File: src/rtl/phrase_seq_pkg.sv
// Shared types and defaults for the song arrangement sequencer.
package phrase_seq_pkg;

   localparam int unsigned DEF_ADDR_W     = 8;
   localparam int unsigned DEF_ID_W       = 5;
   localparam int unsigned PHRASE_SILENCE = 0;

   typedef enum logic [1:0] {
      ST_IDLE = 2'd0,
      ST_PLAY = 2'd1,
      ST_DONE = 2'd2
   } seq_state_e;

endpackage

File: src/rtl/phrase_seq_step_counter.sv
// Modulo-STEPS step position counter within one phrase; clear beats enable.
module phrase_step_counter #(
   parameter int unsigned STEPS  = 16,
   parameter int unsigned STEP_W = 4
) (
   input  logic              clk,
   input  logic              rst_n,
   input  logic              clr_i,
   input  logic              en_i,
   output logic [STEP_W-1:0] cnt_o,
   output logic              last_c_o
);

   localparam logic [STEP_W-1:0] LAST = STEP_W'(STEPS - 1);

   logic [STEP_W-1:0] cnt_q;
   logic [STEP_W-1:0] cnt_d;

   assign last_c_o = (cnt_q == LAST);

   always_comb begin
      cnt_d = cnt_q;
      if (clr_i) begin
         cnt_d = '0;
      end else if (en_i) begin
         cnt_d = last_c_o ? '0 : cnt_q + STEP_W'(1);
      end
   end

   always_ff @(posedge clk or negedge rst_n) begin
      if (!rst_n) begin
         cnt_q <= '0;
      end else begin
         cnt_q <= cnt_d;
      end
   end

   assign cnt_o = cnt_q;

endmodule

File: src/rtl/phrase_sequencer.sv
// Walks the external arrangement ROM one phrase per STEPS_PER_PHRASE ticks and
// presents the current phrase ID, with play/pause/halt and loop or one-shot end.
module phrase_sequencer
   import phrase_seq_pkg::*;
#(
   parameter  int unsigned ADDR_W           = DEF_ADDR_W,
   parameter  int unsigned ID_W             = DEF_ID_W,
   parameter  int unsigned SONG_LEN         = 153,
   parameter  int unsigned START_ADDR       = 1,
   parameter  int unsigned LOOP_ADDR        = 1,
   parameter  int unsigned STEPS_PER_PHRASE = 16,
   localparam int unsigned STEP_W           = (STEPS_PER_PHRASE > 1) ? $clog2(STEPS_PER_PHRASE) : 1
) (
   input  logic              clk,
   input  logic              rst_n,
   input  logic              start,
   input  logic              halt,
   input  logic              pause,
   input  logic              loop_en,
   input  logic              step_tick,
   output logic [ADDR_W-1:0] rom_addr,
   input  logic [ID_W-1:0]   rom_data,
   output logic [ID_W-1:0]   phrase_id,
   output logic [STEP_W-1:0] step_idx,
   output logic              phrase_start,
   output logic              song_end,
   output logic              busy
);

   localparam logic [ADDR_W-1:0] LAST_A  = ADDR_W'(SONG_LEN - 1);
   localparam logic [ADDR_W-1:0] START_A = ADDR_W'(START_ADDR);
   localparam logic [ADDR_W-1:0] LOOP_A  = ADDR_W'(LOOP_ADDR);
   localparam logic [ID_W-1:0]   SILENCE = ID_W'(PHRASE_SILENCE);

   seq_state_e        state_q, state_d;
   logic [ADDR_W-1:0] addr_q, addr_d;
   logic [ID_W-1:0]   phrase_q, phrase_d;
   logic              load_q, load_d;
   logic              pstart_q, pstart_d;
   logic              send_q, send_d;
   logic              busy_q, busy_d;

   logic              cnt_clr_c;
   logic              cnt_en_c;
   logic              cnt_last_c;

   // A tick is accepted only in PLAY, unpaused, and when no command outranks it.
   assign cnt_en_c = (state_q == ST_PLAY) && step_tick && !pause && !halt && !start;

   phrase_step_counter #(
      .STEPS  (STEPS_PER_PHRASE),
      .STEP_W (STEP_W)
   ) u_step_cnt (
      .clk      (clk),
      .rst_n    (rst_n),
      .clr_i    (cnt_clr_c),
      .en_i     (cnt_en_c),
      .cnt_o    (step_idx),
      .last_c_o (cnt_last_c)
   );

   always_comb begin
      state_d   = state_q;
      addr_d    = addr_q;
      phrase_d  = phrase_q;
      load_d    = 1'b0;
      pstart_d  = 1'b0;
      send_d    = 1'b0;
      cnt_clr_c = 1'b0;

      // Pending load completes regardless of ticks or pause; only halt cancels it.
      if ((state_q == ST_PLAY) && load_q) begin
         phrase_d = rom_data;
         pstart_d = 1'b1;
      end

      if (halt) begin
         state_d   = ST_IDLE;
         addr_d    = '0;
         phrase_d  = SILENCE;
         pstart_d  = 1'b0;
         cnt_clr_c = 1'b1;
      end else if (start) begin
         state_d   = ST_PLAY;
         addr_d    = START_A;
         load_d    = 1'b1;
         cnt_clr_c = 1'b1;
      end else begin
         unique case (state_q)
            ST_PLAY: begin
               if (cnt_en_c && cnt_last_c) begin
                  if (addr_q < LAST_A) begin
                     addr_d = addr_q + ADDR_W'(1);
                     load_d = 1'b1;
                  end else begin
                     send_d = 1'b1;
                     if (loop_en) begin
                        addr_d = LOOP_A;
                        load_d = 1'b1;
                     end else begin
                        state_d  = ST_DONE;
                        phrase_d = SILENCE;
                        pstart_d = 1'b0;
                     end
                  end
               end
            end
            default: ;
         endcase
      end

      busy_d = (state_d == ST_PLAY);
   end

   always_ff @(posedge clk or negedge rst_n) begin
      if (!rst_n) begin
         state_q  <= ST_IDLE;
         addr_q   <= '0;
         phrase_q <= SILENCE;
         load_q   <= 1'b0;
         pstart_q <= 1'b0;
         send_q   <= 1'b0;
         busy_q   <= 1'b0;
      end else begin
         state_q  <= state_d;
         addr_q   <= addr_d;
         phrase_q <= phrase_d;
         load_q   <= load_d;
         pstart_q <= pstart_d;
         send_q   <= send_d;
         busy_q   <= busy_d;
      end
   end

   assign rom_addr     = addr_q;
   assign phrase_id    = phrase_q;
   assign phrase_start = pstart_q;
   assign song_end     = send_q;
   assign busy         = busy_q;

endmodule
File: config.mk
export PLATFORM = sky130hd
export DESIGN_NAME = phrase_sequencer
export DESIGN_NICKNAME = d
export VERILOG_FILES = /design/src/rtl/phrase_seq_pkg.sv /design/src/rtl/phrase_seq_step_counter.sv /design/src/rtl/phrase_sequencer.sv
export SDC_FILE = /design/constraint.sdc
export NUM_CORES = 1
export LEC_CHECK = 0
export ABC_AREA = 1
export CAP_MARGIN = 20
export CORE_ASPECT_RATIO = 1.1
export CORE_MARGIN = 10
export CORE_UTILIZATION = 35
export CTS_CLUSTER_DIAMETER = 50
export DETAILED_ROUTE_END_ITERATION = 10
export GPL_TIMING_DRIVEN = 0
export PLACE_DENSITY = 0.63
export SETUP_SLACK_MARGIN = 0.05
export SLEW_MARGIN = 20
export SYNTH_ARGS = -nofsm -noshare
export SYNTH_HDL_FRONTEND = slang
export SYNTH_SLANG_ARGS = --single-unit
File: constraint.sdc
create_clock -name clk -period 2.8 [get_ports clk]
set_input_delay 0.56 -clock clk [delete_from_list [all_inputs] [get_ports clk]]
set_output_delay 0.56 -clock clk [all_outputs]
set_load 0.005 [all_outputs]
Word level (Yosys, flattened, before mapping) --
Index checks and enable logic that the tools add are counted.
Operators by class: add/subtract/negate cells 2, multipliers 0, divide/modulo/power cells 0, magnitude comparators 1, equality and inequality tests 3, shifts and indexed selects 0, multiplexer cells 42, bitwise logic cells 0, reduce and logical (&&, ||, !) cells 14
Operator list (count):
- two-way mux 8 bit | 6
- two-way mux 5 bit | 7
- two-way mux 1 bit | 20
- two-way mux 2 bit | 6
- two-way mux 4 bit | 3
- adder 8 x 1 -> 8 bit, second input constant | 1
- < comparator 8 bit, second input constant | 1
- logical AND 1 bit | 6
- nonzero test 3 bit | 2
- adder 4 x 1 -> 4 bit, second input constant | 1
- equality test 2 x 1 -> 1 bit, second input constant | 2
- equality test 4 bit, second input constant | 1
- nonzero test 4 bit | 1
- logical NOT 1 bit | 3
- AND reduction 3 bit | 1
- nonzero test 2 bit | 1
Storage, ports and cells: register bits after elaboration 23, latch bits 0, RAM bits 0, bits in read-only memories 0, input bits 12, output and inout bits 20, logic and storage cells 70, memories 0

Logic depth before layout (Yosys ltp) --
Gate-level depths: netlist (run 1).
word-level depth 11, gate-level depth with buffers 9, gate-level depth less buffers 9

Cells and area by module --
A second synthesis (run 1) with hierarchy kept.
Unflattened totals: cells, all modules 142, area, all modules 1275.0 um^2
Modules (own cells, without submodules):
- phrase_sequencer | instances 1, cells each 116, area each 1051.0 um^2, sequential area each 475.5 um^2
- phrase_step_counter | instances 1, cells each 26, area each 224.0 um^2, sequential area each 100.1 um^2

Worst setup path after synthesis (run 1) --
OpenSTA, ideal clock, no wires.
path type input port to flip-flop, start in step_tick, end reg addr_q[5], in the netlist rom_addr[5], setup time 120 ps, arrival 1352 ps, required time 2680 ps, path slack 1328 ps, stages on the path 8, path buffers 1, cell sequence inv_1 -> nor2_1 -> nand2_1 -> o21bai_4 -> nand2_2 -> buf_6 -> nor2_1 -> a21oi_2
On the way: cells in the longest elaborated chain, start to end 7
Ends and longest elaborated chain:
- from (decl) | RTL line phrase_sequencer.sv:20 | input logic step_tick,
- logical AND 1 bit (4 in series) | RTL line phrase_sequencer.sv:48 | assign cnt_en_c = (state_q == ST_PLAY) && step_tick && !pause && !halt && !start;
- logical AND 1 bit | RTL line phrase_sequencer.sv:91 | if (cnt_en_c && cnt_last_c) begin
- nonzero test 3 bit (no line)
- AND reduction 3 bit (no line)
- to (signal assigned) | RTL line phrase_sequencer.sv:126 | addr_q <= addr_d;
- to (decl) | RTL line phrase_sequencer.sv:36 | logic [ADDR_W-1:0] addr_q, addr_d;
Every way passes these cells. A chain may end at the register's enable or synchronous reset.

Worst setup path after layout (run 1) --
start reg addr_q[6], in the netlist rom_addr[6], end out rom_addr[6]
RTL lines:
- to (decl) | RTL line phrase_sequencer.sv:21 | output logic [ADDR_W-1:0] rom_addr,
No word-level cell between the ends.

==> run_results.csv, run 1 <==
group,metric,value,unit
setup_path,cp.arrival,1.29,ns
worst_hold_path,hold_class,"in -> async",
cts,ctsHoldBuffers,0,
placement,gp_congestion,0.8565,
timing,fin_crit_sh,66.19,%
timing,rsz0062_at_grt,"false",
synth,ys_seq_area_share,48.78,%
synth,ys_types,25,
synth,synth_ff_type,"dfrtp_1",
timing,whs,0.2075,ns
synth,syn_nets,149,
synth,post-synth-top-area-cell,"dfrtp_1",
setup_path,rrSetupSlack,1.24,ns
floorplanning,core,3303,um2
global_route,grt_remaining_overflow,0,
global_route,grt_pass1_wl,4.954,mm
cts,cts_tree,"yes",
global_route,grt_use_total,10.32,%
synth,syn_area,1180,um2
setup_path,reg2reg_depth,7,
detailed_routing,avgRoutedWirePerCell,13.61,um
detailed_routing,drc,0,
power_and_ir_drop,powerDensity,361.6,nW/um2
timing,slew_violations,0,
setup_path,cp_slowest_stage_delay,0.54,ns
setup_path,criticalPathCategory,"reg -> out",
timing,setup_tns,0,ns
timing,skew,0.002071,ns
timing,fmax,539.5,MHz
final_layout,diodes,0,
setup_path,critPathBufInv,1,
global_route,grt_start_max_net_pins,24,
setup_path,cp_max_fo,5,
floorplanning,ios,32,
setup_path,path_cells,"clkdlybuf4s50_1",
status,status,"finished, final reports clean",
timing,worstMarginPinSlew,0.5166,ns
synth,ys_ff_latch,23,
synth,syn_inst,135,
setup_path,reg2reg_from,"u_step_cnt.cnt_o[0]",
placement,post-dp-hpwl,2.216,mm
floorplanning,fp.dieH,80.90,um
cts,cts.clk_slew.worst_paths,0.12,ns
detailed_routing,vias,1002,
cts,postCtsSetupRepairBufs,0,
detailed_routing,drtIter0Drc,83,
timing,period_minus_slack,1.853,ns
synth,yosys_warnings,0,
synth,synth_top_cell_area_share,48.78,%
cts,clockRootBuffer,"clkbuf_4",
detailed_routing,drt_pass1_iterations,4,
setup_path,required,2.24,ns
power_and_ir_drop,leakage,0.7670,nW
floorplanning,dieWidth,75.36,um
final_layout,drive_gt1_share,9.412,%
floorplanning,start_util,35.72,%
power_and_ir_drop,peakVddDrop,0.1714,mV
setup_path,reg2reg_to,"rom_addr[5]",
synth,synth_edf_count,0,
placement,portBuffers,31,
setup_path,endpoint_kind,"primary output",
cts,numCtsBuffers,3,
cts,cts_buffer_depth,2,
setup_path,slowest_stage,"clkdlybuf4s50_1",
final_layout,syn2layout_area_growth,31.92,%
timing,setup_viol,0,
cts,htreeDepth,1,
detailed_routing,avgViaCountPerCell,4.864,
global_route,grt_pass1_vias,1093,
cts,cts.sinks,23,
floorplanning,rows,22,
setup_path,crit_family,"buffers and inverters",
floorplanning,die_area,6096,um2
cts,insertion_delay,0.31,ns
final_layout,nets,185,
timing,hold_viol,0,
run,maxCapViolations,0,
cts,cts_resized,0,
synth,async_reset_ff_share,100.0,%
synth,syn_avg_cell_area,8.740,um2
synth,ys_top_cells_by_area,"dfrtp_1, nand2_1, inv_1",
setup_path,startpoint_type,"flop",
detailed_routing,antenna_left,0,
timing,slew_headroom,65.56,%
detailed_routing,drt-total-wl,2.803,mm
global_route,antenna_found_initial,0,
through the flow:
| stage | area, um2 | total power, mW | instances | setup slack [ns] | utilization [%] |
|---|---|---|---|---|---|
| 3_5_place_dp | 1535 | 0.4191 | 202 | 0.7062 | 46.48 |
| 4_1_cts | 1562 | 0.5771 | 206 | 0.9263 | 47.27 |
| 6_report | 1556 | 0.5628 | 206 | 0.9466 | 47.12 |
| 5_1_grt | 1556 | 0.5964 | 206 | 0.8434 | 47.12 |
| 2_1_floorplan | 1180 | 0.3781 | 135 | 1.328 | - |
| 3_3_place_gp | 1535 | 0.4172 | 202 | 0.7226 | 46.48 |
report_power, final:
part / internal (mW) / total [mW] / switching, mW / leakage [nW]
registers: 0.339 / 0.342 / 0.00390 / 0.315
clock network: 0.0556 / 0.153 / 0.0970 / 0.0150
logic: 0.0337 / 0.0678 / 0.0341 / 0.437
area by class of cell:
type / count / area, um2
Buffer: 1 / 11.26
Clock buffer: 4 / 26.28
Fill cell: 328 / 1747
Inverter: 20 / 75.07
Multi-Input combinational cell: 91 / 518.0
Sequential cell: 23 / 575.6
Tap cell: 36 / 45.04
Timing Repair Buffer: 31 / 305.3
logic make-up after synthesis:
| kind of cell | Yosys count | share of synthesized area [%] |
|---|---|---|
| flops | 23 | 48.78 |
| mux | 5 | 4.242 |
| simple gates | 63 | 24.60 |
| buf+inv | 21 | 7.317 |
| fa+ha+maj | 2 | 2.121 |
| compound gates | 16 | 9.226 |
| xor+xnor | 5 | 3.711 |
worst max path at each step:
stage	start	endpoint	slack, ns	cells past startpoint
2_1_floorplan	step_tick	rom_addr[5]	1.33	8
3_3_place_gp	start	phrase_start	0.72	9
3_5_place_dp	start	phrase_id[4]	0.71	9
4_1_cts	rom_addr[6]	rom_addr[6]	0.93	1
5_1_grt	rom_addr[6]	rom_addr[6]	0.84	1
6_report	rom_addr[6]	rom_addr[6]	0.95	1
synth_stat cells (3+ instances only):
cell,instances
dfrtp_1,23
nand4_1,4
xor2_1,5
mux2i_1,5
nand2_1,23
nand3_1,12
inv_1,18
a21oi_1,5
nor2_1,16
o21ai_1,3
registers in the layout, indices dropped and copies added (netlist names):
name,cells
rom_addr,8
phrase_id,5
u_step_cnt.cnt_o,4
busy,1
state_q,2
load_q,1
song_end,1
phrase_start,1
layer usage:
metal,part of all wire [%],global-route usage [%],vias to the layer above
li1,-,-,506
met1,42,11.43,471
met2,51,17.79,21
met3,5.4,2.195,4
met5,0,0,-
met4,1.8,5.762,0
cell usage in the layout (no fill, tap or decap), types with 2 or more instances in the layout:
cell	n
nand3_1	12
o21ai_1	3
nor2_2	2
inv_2	2
ha_1	2
xor2_1	5
nand4_1	4
inv_1	18
o21ai_0	2
a21oi_1	5
nand2_1	23
nand2_2	2
clkbuf_4	3
mux2i_1	5
clkdlybuf4s50_1	30
a21oi_2	2
dfrtp_1	23
nor2_1	16
No activity file was read; power rests on OpenSTA's default activity.
==> run 2, diff against run 1 <==
==> constraint.sdc (replaced) <==
create_clock -name clk -period 1.75 [get_ports clk]
set_input_delay 0.35 -clock clk [delete_from_list [all_inputs] [get_ports clk]]
set_output_delay 0.35 -clock clk [all_outputs]
set_load 0.005 [all_outputs]
==> run 2 against run 1 <==
  * Power is 61% higher
  * Critical endpoint is now rom_addr[2]
  * Largest cell class unchanged
  * Clock skew grew 0.0024 ns
  * Utilization rose by 0.95 points
  * Sequential power up 60%
  * Via count grew 1.8%
==> run_results.csv, run 2 (same netlist as run 1, synthesis figures left out) <==
group,metric,value,unit
final_layout,mostFrequentLayoutCells,"clkdlybuf4s50_1, nand2_1, dfrtp_1",
power_and_ir_drop,p_clk_share,27.3,%
floorplanning,die_area,6096,um2
global_route,grt_pass1_wl,4.954,mm
cts,cts_buffer_depth,2,
timing,hold_viol,0,
setup_path,critPathBufInv,1,
setup_path,criticalPathCategory,"reg -> out",
setup_path,startpoint_type,"flop",
floorplanning,start_util,35.72,%
cts,clockRootBuffer,"clkbuf_4",
detailed_routing,antenna_left,0,
floorplanning,dieWidth,75.36,um
detailed_routing,avgRoutedWirePerCell,13.70,um
power_and_ir_drop,p_sw_share,24.37,%
power_and_ir_drop,peakVddDrop,0.1966,mV
timing,setup_tns,0,ns
setup_path,cp_max_fo,5,
power_and_ir_drop,intPower,687.3,uW
detailed_routing,drtIter0Drc,70,
setup_path,endpoint_kind,"primary output",
setup_path,slowest_stage,"clkdlybuf4s50_1",
global_route,grt_pass1_vias,1093,
setup_path,crit_family,"buffers and inverters",
timing,period_minus_slack,1.638,ns
final_layout,num-fill-cells,324,
power_and_ir_drop,powerDensity,572.3,nW/um2
timing,fin_crit_sh,93.57,%
placement,preCtsSetupSlack,-0.1338,ns
timing,worstMarginPinSlew,0.5351,ns
setup_path,worst-path-stages,1,
setup_path,reg2reg_depth,7,
placement,portBuffers,31,
detailed_routing,drt_pass1_iterations,4,
floorplanning,ios,32,
worst_hold_path,hold_class,"in -> async",
timing,fmax,610.7,MHz
detailed_routing,avgViaCountPerCell,4.857,
timing,rsz0062_at_grt,"false",
final_layout,fin_cells,210,
setup_path,cp.arrival,1.29,ns
final_layout,drive_gt1_share,12.07,%
global_route,grt_use_total,10.32,%
final_layout,fin_util,48.07,%
detailed_routing,drt-total-wl,2.876,mm
final_layout,seq_area,576.8,um2
floorplanning,fp.dieH,80.90,um
power_and_ir_drop,leakage,0.7867,nW
power_and_ir_drop,p_sw,221.4,uW
timing,skew,0.004478,ns
final_layout,syn2layout_area_growth,34.57,%
detailed_routing,vias,1020,
timing,setup_viol,0,
setup_path,path_cells,"clkdlybuf4s50_1",
cts,cts.sinks,23,
run,maxCapViolations,0,
cts,cts.clk_slew.worst_paths,0.13,ns
placement,post-dp-hpwl,2.216,mm
cts,numCtsBuffers,3,
power_and_ir_drop,finalPower,908.7,uW
detailed_routing,drc,0,
floorplanning,rows,22,
power_and_ir_drop,power_frac_comb,12.4,%
final_layout,diodes,0,
power_and_ir_drop,power_frac_seq,60.2,%
cts,ctsHoldBuffers,0,
cts,htreeDepth,1,
status,status,"finished, final reports clean",
placement,gp_congestion,0.8565,
timing,slew_headroom,64.33,%
global_route,grt_start_max_net_pins,24,
final_layout,largest_register_ffs,8,
global_route,grt_remaining_overflow,0,
cts,cts_tree,"yes",
placement,dp.cells,202,
setup_path,required,1.40,ns
final_layout,final_common_cell,"clkdlybuf4s50_1",
floorplanning,core,3303,um2
cts,insertion_delay,0.31,ns
timing,slew_violations,0,
timing,whs,0.0007052,ns
timing,finalWorstSetupSlack,0.1125,ns
final_layout,nets,189,
global_route,antenna_found_initial,0,
final_layout,multi_input_area,518.0,um2
final_layout,design_area,1588,um2
setup_path,cp_slowest_stage_delay,0.54,ns
placement,placed_cell_area,1535,um2
==> run 2: worst reg2reg max path: cells and delay by family (launching register included) <==
| kind | cells | cell delay (ns) |
|---|---|---|
| AO/OA/AOI/OAI | 2 | 0.28 |
| buffers and inverters | 1 | 0.14 |
| adder cells (fa/ha/maj) | 1 | 0.22 |
| AND/OR/NAND/NOR | 3 | 0.39 |
| flip-flops | 1 | 0.44 |
==> run 2: power groups by stage <==
stage          combinational [mW]  sequential [mW]  clock (mW)
2_1_floorplan              0.0465            0.558           0
3_3_place_gp                0.110            0.558           0
3_5_place_dp                0.112            0.559           0
4_1_cts                     0.113            0.548       0.262
5_1_grt                     0.124            0.549       0.284
6_report                    0.113            0.547       0.248
==> run 2: worst paths after layout <==
check	to	slack, ns	startpoint
hold / removal	u_step_cnt.cnt_o[2]	0.0007	rst_n
setup reg to reg	rom_addr[5]	0.19	u_step_cnt.cnt_o[0]
setup / recovery	rom_addr[2]	0.11	rom_addr[2]
max in group asynchronous	rom_addr[6]	1.37	rst_n
hold reg to reg	rom_addr[1]	0.56	rom_addr[1]
min in group clk	rom_addr[1]	0.56	rom_addr[1]
==> run 2: area by class of cell <==
class                           count  area share (%)
Sequential cell                    23           36.33
Multi-Input combinational cell     91           32.62
Timing Repair Buffer               35           21.12
Inverter                           20           4.728
Tap cell                           36           2.837
Clock buffer                        4           1.655
Buffer                              1          0.7092
==> run 2: timing repair <==
| action | 4_1_cts | 5_1_grt |
|---|---|---|
| resized for setup | 0 | 1 |
| buffers inserted | 0 | 4 |
| setup endpoints to repair | 0 | 4 |
==> run 2: metal layers <==
layer,routed length [um],global-route usage (%),part of all wire (%)
met3,139,2.195,4.8
met1,1190,11.43,41
met2,1495,17.79,52
met5,0,0,0
met4,51,5.762,1.8
==> run 3, diff against run 2 <==
--- a/config.mk
+++ b/config.mk
@@ -7,13 +7,15 @@
 export LEC_CHECK = 0
 export ABC_AREA = 1
 export CAP_MARGIN = 20
+export CELL_PAD_IN_SITES_DETAIL_PLACEMENT = 1
+export CELL_PAD_IN_SITES_GLOBAL_PLACEMENT = 1
 export CORE_ASPECT_RATIO = 1.1
 export CORE_MARGIN = 10
 export CORE_UTILIZATION = 35
 export CTS_CLUSTER_DIAMETER = 50
 export DETAILED_ROUTE_END_ITERATION = 10
 export GPL_TIMING_DRIVEN = 0
-export PLACE_DENSITY = 0.63
+export PLACE_DENSITY = 0.81
 export SETUP_SLACK_MARGIN = 0.05
 export SLEW_MARGIN = 20
 export SYNTH_ARGS = -nofsm -noshare
==> run 3 against run 2 <==
  * Clock skew shrank 0.0016 ns
  * Critical path depth is the same
  * Combinational power is essentially flat
  * The run now ends with hold timing left
  * Worst hold slack lost 0.014 ns
  * Maximum frequency shrank 0.11%
  * Setup slack lost 0.0018 ns
  * Largest cell class unchanged
  * Die area is the same
==> run_results.csv, run 3 (same netlist as run 1, synthesis figures left out) <==
group,metric,value,unit
power_and_ir_drop,powerDensity,577.9,nW/um2
timing,slew_violations,0,
timing,worstMarginPinSlew,0.5360,ns
placement,portBuffers,31,
setup_path,crit_start,"rom_addr[2]",
cts,htreeDepth,1,
placement,gp_congestion,0.8654,
detailed_routing,drt-total-wl,3.328,mm
setup_path,required,1.40,ns
timing,fmax,610.0,MHz
detailed_routing,drc,0,
timing,skew,0.002878,ns
timing,slew_headroom,64.27,%
floorplanning,start_util,35.72,%
setup_path,criticalPathCategory,"reg -> out",
power_and_ir_drop,peakVddDrop,0.3820,mV
power_and_ir_drop,finalPower,919.8,uW
detailed_routing,avgRoutedWirePerCell,15.85,um
setup_path,cp_slowest_stage_delay,0.53,ns
cts,cts.clk_slew.worst_paths,0.13,ns
floorplanning,ios,32,
final_layout,final_common_cell,"clkdlybuf4s50_1",
final_layout,largest_register_ffs,8,
timing,rsz0062_at_grt,"true",
setup_path,cp_max_fo,5,
setup_path,reg2reg_from,"u_step_cnt.cnt_o[0]",
global_route,antenna_found_initial,0,
timing,period_minus_slack,1.639,ns
timing,setup_tns,0,ns
floorplanning,dieWidth,75.36,um
final_layout,nets,188,
final_layout,fin_util,48.18,%
setup_path,slowest_stage,"clkdlybuf4s50_1",
setup_path,crit_family,"buffers and inverters",
setup_path,path_cells,"clkdlybuf4s50_1",
detailed_routing,drt_pass1_iterations,4,
final_layout,design_area,1592,um2
cts,cts_buffer_depth,2,
run,maxCapViolations,0,
detailed_routing,antenna_left,0,
timing,whs,-0.01341,ns
global_route,grt_pass1_vias,1123,
final_layout,mostFrequentLayoutCells,"clkdlybuf4s50_1, nand2_1, inv_1, dfrtp_1, nor2_1",
placement,placed_cell_area,1535,um2
final_layout,drive_gt1_share,14.45,%
timing,hold_viol,23,
detailed_routing,avgViaCountPerCell,5.029,
detailed_routing,vias,1056,
status,violations,"hold timing",
detailed_routing,drtIter0Drc,48,
global_route,grt_pass1_wl,5.602,mm
setup_path,endpoint_kind,"primary output",
cts,cts.sinks,23,
cts,clockRootBuffer,"clkbuf_4",
power_and_ir_drop,leakage,0.7899,nW
setup_path,startpoint_type,"flop",
cts,numCtsBuffers,3,
worst_hold_path,hold_class,"in -> async",
placement,post-dp-hpwl,2.590,mm
global_route,grt_start_max_net_pins,24,
cts,cts_tree,"yes",
cts,ctsHoldBuffers,0,
global_route,grt_remaining_overflow,0,
final_layout,num-fill-cells,409,
floorplanning,rows,22,
final_layout,syn2layout_area_growth,34.89,%
timing,fin_crit_sh,93.67,%
global_route,grt_use_total,11.77,%
floorplanning,fp.dieH,80.90,um
floorplanning,die_area,6096,um2
timing,setup_viol,0,
setup_path,critPathBufInv,1,
setup_path,cp.arrival,1.29,ns
cts,insertion_delay,0.32,ns
status,status,"finished, violations left",
floorplanning,core,3303,um2
run 3: cell types whose count changed in the layout (fill, tap and decap cells not counted), sizes merged:
cell / previous run / this run
clkbuf: 4 / 3
clkdlybuf4s50: 30 / 29
buf: 6 / 5
diode: 0 / 1
clkinv: 0 / 1
dlymetal6s2s: 0 / 1
run 3: where the power goes:
part	internal, mW	switching (mW)	leakage, nW	total [mW]
clock	0.0857	0.174	0.0177	0.260
sequential	0.542	0.00689	0.307	0.549
combinational	0.0535	0.0576	0.465	0.111
total	0.681	0.238	0.790	0.920
run 3: layer usage:
metal	share of wire (%)	wire length (um)	vias to the layer above	track usage, %
met1	42	1393	519	13.58
met4	2.1	69	0	6.134
met2	52	1720	21	20.09
li1	-	-	512	-
met3	4.3	144	4	2.195
met5	0	0	-	0
run 3: through the flow:
stage | std cells | worst slack, ns
finish | 210 | 0.1107
global route | 209 | 0.03972
CTS | 206 | 0.05783
detailed placement | 202 | -0.1842
global placement | 202 | -0.1371
floorplan | 135 | 0.3400
run 3: final cells by class:
class	count	area (um2)	share of cell area, %
diodes	1	2.502	0.1572
plain buffers	1	11.26	0.7075
clock buffers	3	22.52	1.415
clock inverters	1	5.005	0.3145
inverters	20	75.07	4.717
multi-input cells	91	518.0	32.55
flip-flops and latches	23	581.8	36.56
well taps	36	45.04	2.830
repair buffers	34	330.3	20.75
run 3: path summary, 6_finish.rpt:
| check | end | slack (ns) | cells after the start |
|---|---|---|---|
| worst max-delay path | rom_addr[2] | 0.11 | 1 |
| worst min-delay path | u_step_cnt.cnt_o[3] | -0.01 | 1 |
| worst max register to register | rom_addr[3] | 0.18 | 7 |
| worst min register to register | phrase_id[3] | 0.57 | 2 |
| max in group asynchronous | rom_addr[6] | 1.38 | 1 |
| min in group clk | phrase_id[3] | 0.57 | 2 |
run 3: repair_timing:
action                                  4_1_cts  5_1_grt
buffers inserted                              0        3
endpoints found under the setup margin        0        8
resized for setup                             0        6
==> edit 1: new RTL, settings of run 3 <==
The parameter `STEPS_PER_PHRASE` goes from 16 to 32.
--- a/src/rtl/phrase_sequencer.sv
+++ b/src/rtl/phrase_sequencer.sv
@@ -8,7 +8,7 @@
    parameter  int unsigned SONG_LEN         = 153,
    parameter  int unsigned START_ADDR       = 1,
    parameter  int unsigned LOOP_ADDR        = 1,
-   parameter  int unsigned STEPS_PER_PHRASE = 16,
+   parameter  int unsigned STEPS_PER_PHRASE = 32,
    localparam int unsigned STEP_W           = (STEPS_PER_PHRASE > 1) ? $clog2(STEPS_PER_PHRASE) : 1
 ) (
    input  logic              clk,
Interface: changed (resized step_idx); port bits go from 32 to 33. The function was not compared with the original's and may differ.
==> edit 1 against run 3 <==
- hold slack improved by 0.066 ns
- synthesized area rose by 9.1%
- count of clock-buffer cells in the layout did not move
- sequential cell count rose by 1
- register-to-register slack got worse by 0.05 ns
- total power rose by 31%
- via count rose by 11%
- final area rose by 12%
- clock power rose by 93%
- setup slack got worse by 0.0057 ns
- wire length rose by 16%
- non-clock buffer count rose by 5
- final cell count rose by 16%
- critical path type unchanged
- largest power group unchanged
- highest routed layer unchanged
==> edit 1: results (changes against run 3) <==
Parameter                              Value

Power
  Power consumed by the clock network    0.501 mW (+93%)
  Static leakage    0.8414 nW (+6.5%)
  Sequential power share    47.6% (-12 points)
  Switching power as a share of total power    22.47% (-3.4 points)

Final layout
  Share of the final layout cell area in multi-input gates    32.77% (+0.23 points)
  Relative area of clock buffers and inverters in the final design    3.983% (+2.3 points)
  Antenna fix cells    0 (-1)
  Number of multi-input logic gates    100 (+9.9%)
  Fill cells    429 (+4.9%)
  Fraction of standard cell area that is sequential    33.61% (-2.9 points)
  Signal buffers share of area    20.89% (-0.57 points)
  Non-clk bufs    40 (+14%)

Global routing
  Pin count of the biggest net entering global routing    25 (+4.2%)
  Number of global-route vias before repair    1307 (+16%)
  Overall Global Routing Usage    11.80% (+0.022 points)
  First-pass GRT wire length    6.313 mm (+13%)

Placement
  Cell Area, Placed    1660 µm² (+8.1%)
  Pre-CTS setup slack    -0.1339 ns (+0.05036 ns)
  Final HPWL DP    2.795 mm (+7.9%)
  Final weighted congestion in routability-driven placement    0.8255 (-4.6%)
  Inst Count DP    233 (+15%)

Logic synthesis
  Top area cells in the synthesized netlist    dfrtp_1 (47%), nand2_1 (9.0%), inv_1 (7.0%)
  Unique cell type count in the Yosys netlist    26 (+4.0%)
  Post-synthesis register bit count    24 (+4.3%)
  Portion of the post-synthesis area used by sequential elements    46.65% (-2.1 points)
  Count of mapped cells out of synthesis    152 (+13%)
  Most frequent cells after synthesis    nand2_1 (31), dfrtp_1 (24), inv_1 (24)

Timing
  Slew Limit Headroom    63.11% (-1.2 points)

Die
  Well-tap cell count    50 (+39%)

Clock network
  Cell chosen for the clock root    clkbuf_8
  Post-CTS setup buffer count    2 (+2)
  Clock-pin slew reported for the worst setup and hold paths after clock tree synthesis    0.09 ns (-0.04 ns)
  Insertion delay of the later-clocked pin in the worst-skew pair    0.27 ns (-0.05 ns)

Detailed routing
  First DRT Iteration DRCs    42 (-13%)
  Number of vias in the routed layout    1170 (+11%)

Critical path
  Maximum single-stage delay on the critical path    0.56 ns (+0.03 ns)
  Maximum fanout encountered on the critical timing path    6 (+1)

Status
  Outcome    finished clean
## edit 1: changes by cell type after synthesis, moves of 2 or more
cell,before,now
o21ai_0,2,11
nand2_1,23,31
inv_1,18,24
nand3_1,12,6
mux2i_1,5,0
nor2_1,16,12
a21oi_1,5,8
a21oi_2,2,0
a22o_1,0,2
nor3_1,1,3
o21ai_1,3,1
o21ai_2,0,2
## edit 1: worst paths after layout
check	depth (start not counted)	slack, ns	end	start
min in group clk	2	0.31	load_q$_DFF_PN0_	halt
worst min-delay path	1	0.05	u_step_cnt.cnt_o[2]$_DFFE_PN0P_	rst_n
worst max register to register	9	0.13	rom_addr[1]$_DFFE_PN0P_	u_step_cnt.cnt_o[1]$_DFFE_PN0P_
max in group asynchronous	1	1.30	rom_addr[3]$_DFFE_PN0P_	rst_n
worst max-delay path	1	0.11	rom_addr[2]	rom_addr[2]$_DFFE_PN0P_
worst min register to register	2	0.54	rom_addr[1]$_DFFE_PN0P_	rom_addr[1]$_DFFE_PN0P_
## edit 1: layer usage
layer	part of all wire, %	up-vias	routed length, µm	global-route usage [%]
li1	-	566	-	-
met1	38	589	1465	11.48
met2	58	13	2254	22.87
met3	3.1	2	122	2.478
met4	0.88	0	34	4.983
met5	0	-	0	0
## edit 1: kinds of logic after synthesis
logic type               Yosys count  synth area share [%]
AO/OA/AOI/OAI                     26                 12.54
adder cells (fa/ha/maj)            3                 2.916
XOR/XNOR                           5                 3.401
buffers and inverters             28                 9.329
flip-flops                        24                 46.65
AND/OR/NAND/NOR                   66                 25.17
## edit 1: worst reg2reg max path, stage by stage (launching register included)
cell and delay (ns):
dfrtp_1 0.40, ha_2 0.20, and3_1 0.19, ha_2 0.18, inv_2 0.11, o21bai_4 0.08
nand2_2 0.08, buf_2 0.19, nand2_1 0.07, nand2_1 0.06
==> edit 2: new RTL, settings of run 3 <==
Made on the original files. `addr_q` no longer has a reset.
--- a/src/rtl/phrase_sequencer.sv
+++ b/src/rtl/phrase_sequencer.sv
@@ -115,7 +115,6 @@
    always_ff @(posedge clk or negedge rst_n) begin
       if (!rst_n) begin
          state_q  <= ST_IDLE;
-         addr_q   <= '0;
          phrase_q <= SILENCE;
          load_q   <= 1'b0;
          pstart_q <= 1'b0;
@@ -123,13 +122,16 @@
          busy_q   <= 1'b0;
       end else begin
          state_q  <= state_d;
-         addr_q   <= addr_d;
          phrase_q <= phrase_d;
          load_q   <= load_d;
          pstart_q <= pstart_d;
          send_q   <= send_d;
          busy_q   <= busy_d;
       end
+   end
+
+   always_ff @(posedge clk) begin
+      addr_q <= addr_d;
    end
 
    assign rom_addr     = addr_q;
Behaviour: not the same (a bounded check fails within 4 cycles, from zero or initial values and one cycle with rst_n low).
==> edit 2 against run 3 <==
- setup slack better by 0.019 ns
- sequential cell count stayed put
- register-to-register slack better by 0.04 ns
- synthesized area is 8.5% higher
- hold slack better by 0.30 ns
- total power is 1.6% lower
- final area is 5.8% higher
- wire length is 5.3% higher
- non-clock buffer count is 3 lower
- via count is 14% higher
- synthesized cell count is 23% higher
- critical path type unchanged
==> edit 2: results (changes against run 3) <==
Parameter                              Value

Global routing
  First-pass GRT wire length    6.251 mm (+12%)
  Met1 layer usage reported by global route    11.36% (-2.2 points)
  Number of global-route vias before repair    1339 (+19%)
  Met2 capacity usage during global routing    20.71% (+0.62 points)
  Pin count of the biggest net entering global routing    16 (-33%)
  Overall Global Routing Usage    11.42% (-0.36 points)
  GR Util met3    4.526% (+2.3 points)

Final layout
  Fraction of final layout cells sized beyond drive strength 1    16.50% (+2.0 points)
  Relative area of clock buffers and inverters in the final design    1.560% (-0.17 points)
  Post-route core utilization    48.95% (+0.76 points)
  Antenna fix cells    0 (-1)
  Layout clock buffer count    4 (+1)
  Area of the multi-input gates    654.4 µm² (+26%)
  Non-clock inverter count    22 (+10%)
  Number of multi-input logic gates    119 (+31%)
  Fill cells    444 (+8.6%)
  Non-clk bufs    32 (-8.6%)
  Number of nets in the layout    215 (+14%)

Logic synthesis
  Most frequent cells after synthesis    nand2_1 (38), inv_1 (17), dfrtp_1 (15), nor2_1 (15), nand3_1 (14)
  Top area cells in the synthesized netlist    dfrtp_1 (29%), dfxtp_1 (13%), nand2_1 (11%)
  Synthesized Nets    180 (+21%)
  Average cell area after synthesis    7.711 µm² (-12%)
  Unique cell type count in the Yosys netlist    26 (+4.0%)
  Portion of the post-synthesis area used by sequential elements    41.84% (-6.9 points)
  Proportion of synthesized flip-flops having asynchronous set or reset    65.22% (-35 points)

Die
  Area of the die    6479 µm² (+6.3%)

Placement
  Final HPWL DP    2.846 mm (+9.9%)
  Pre-CTS setup slack    -0.03677 ns (+0.1474 ns)
  Count of input and output buffers    30 (-3.2%)
  Final weighted congestion in routability-driven placement    0.7986 (-7.7%)
  Inst Count DP    244 (+21%)
  Cell Area, Placed    1640 µm² (+6.8%)

Critical path
  Worst R2R Path Depth    8 (+1)
  Maximum fanout encountered on the critical timing path    7 (+2)
  Worst reg2reg endpoint    busy$_DFF_PN0_
  Slack of the worst reg-to-reg path    0.22 ns (+0.04 ns)
  Data arrival time of the critical path    1.27 ns (-0.02 ns)

Detailed routing
  Routed wl met2    1.844 mm (+7.2%)
  Number of vias in the routed layout    1209 (+14%)
  First DRT Iteration DRCs    33 (-31%)
  Sum of routed wire length over all layers    3.505 mm (+5.3%)
  Metal-1 WL    1.295 mm (-7.0%)

Timing
  Hold Slack    0.2913 ns (+0.3047 ns)
  Worst-case clock skew    0.003241 ns (+0.0003635 ns)
  Actual slew at the worst max-slew pin    0.7023 ns (+0.1663 ns)

Hold path
  Worst hold path type    in2reg

Power
  Static leakage    0.6695 nW (-15%)
  Total power consumption of the routed design    0.9050 mW (-1.6%)
  Sequential power share    60.5% (+0.8 points)
  Peak ir drop on the vdd network    0.4625 mV (+21%)

Status
  Outcome    finished clean

Clock network
  Number of instances resized during post-cts repair    6 (+6)
## edit 2: cell count changes after synthesis, moves of 6 or more
cell / change
dfrtp_1: -8
nor3_1: +6
nand2_1: +15
dfxtp_1: +8
a21oi_1: +7
## edit 2: cell families (layout without fill, tap and decap cells)
kind of cell | count (synthesis) | after routing | synth area share [%]
flip-flops | 23 | 23 | 41.84
buffers and inverters | 24 | 58 | 7.428
AO/OA/AOI/OAI | 24 | 24 | 10.36
XOR/XNOR | 3 | 3 | 2.053
AND/OR/NAND/NOR | 90 | 90 | 36.36
adder cells (fa/ha/maj) | 2 | 2 | 1.955
## edit 2: how the worst max path moves through the flow
stage                     endpoint  slack, ns  depth (start not counted)
global placement    busy$_DFF_PN0_      -0.02                          5
floorplan           busy$_DFF_PN0_       0.40                          8
global route           step_idx[0]       0.08                          1
detailed placement  busy$_DFF_PN0_      -0.04                          5
CTS                    rom_addr[4]       0.06                          1
finish                 rom_addr[5]       0.13                          1
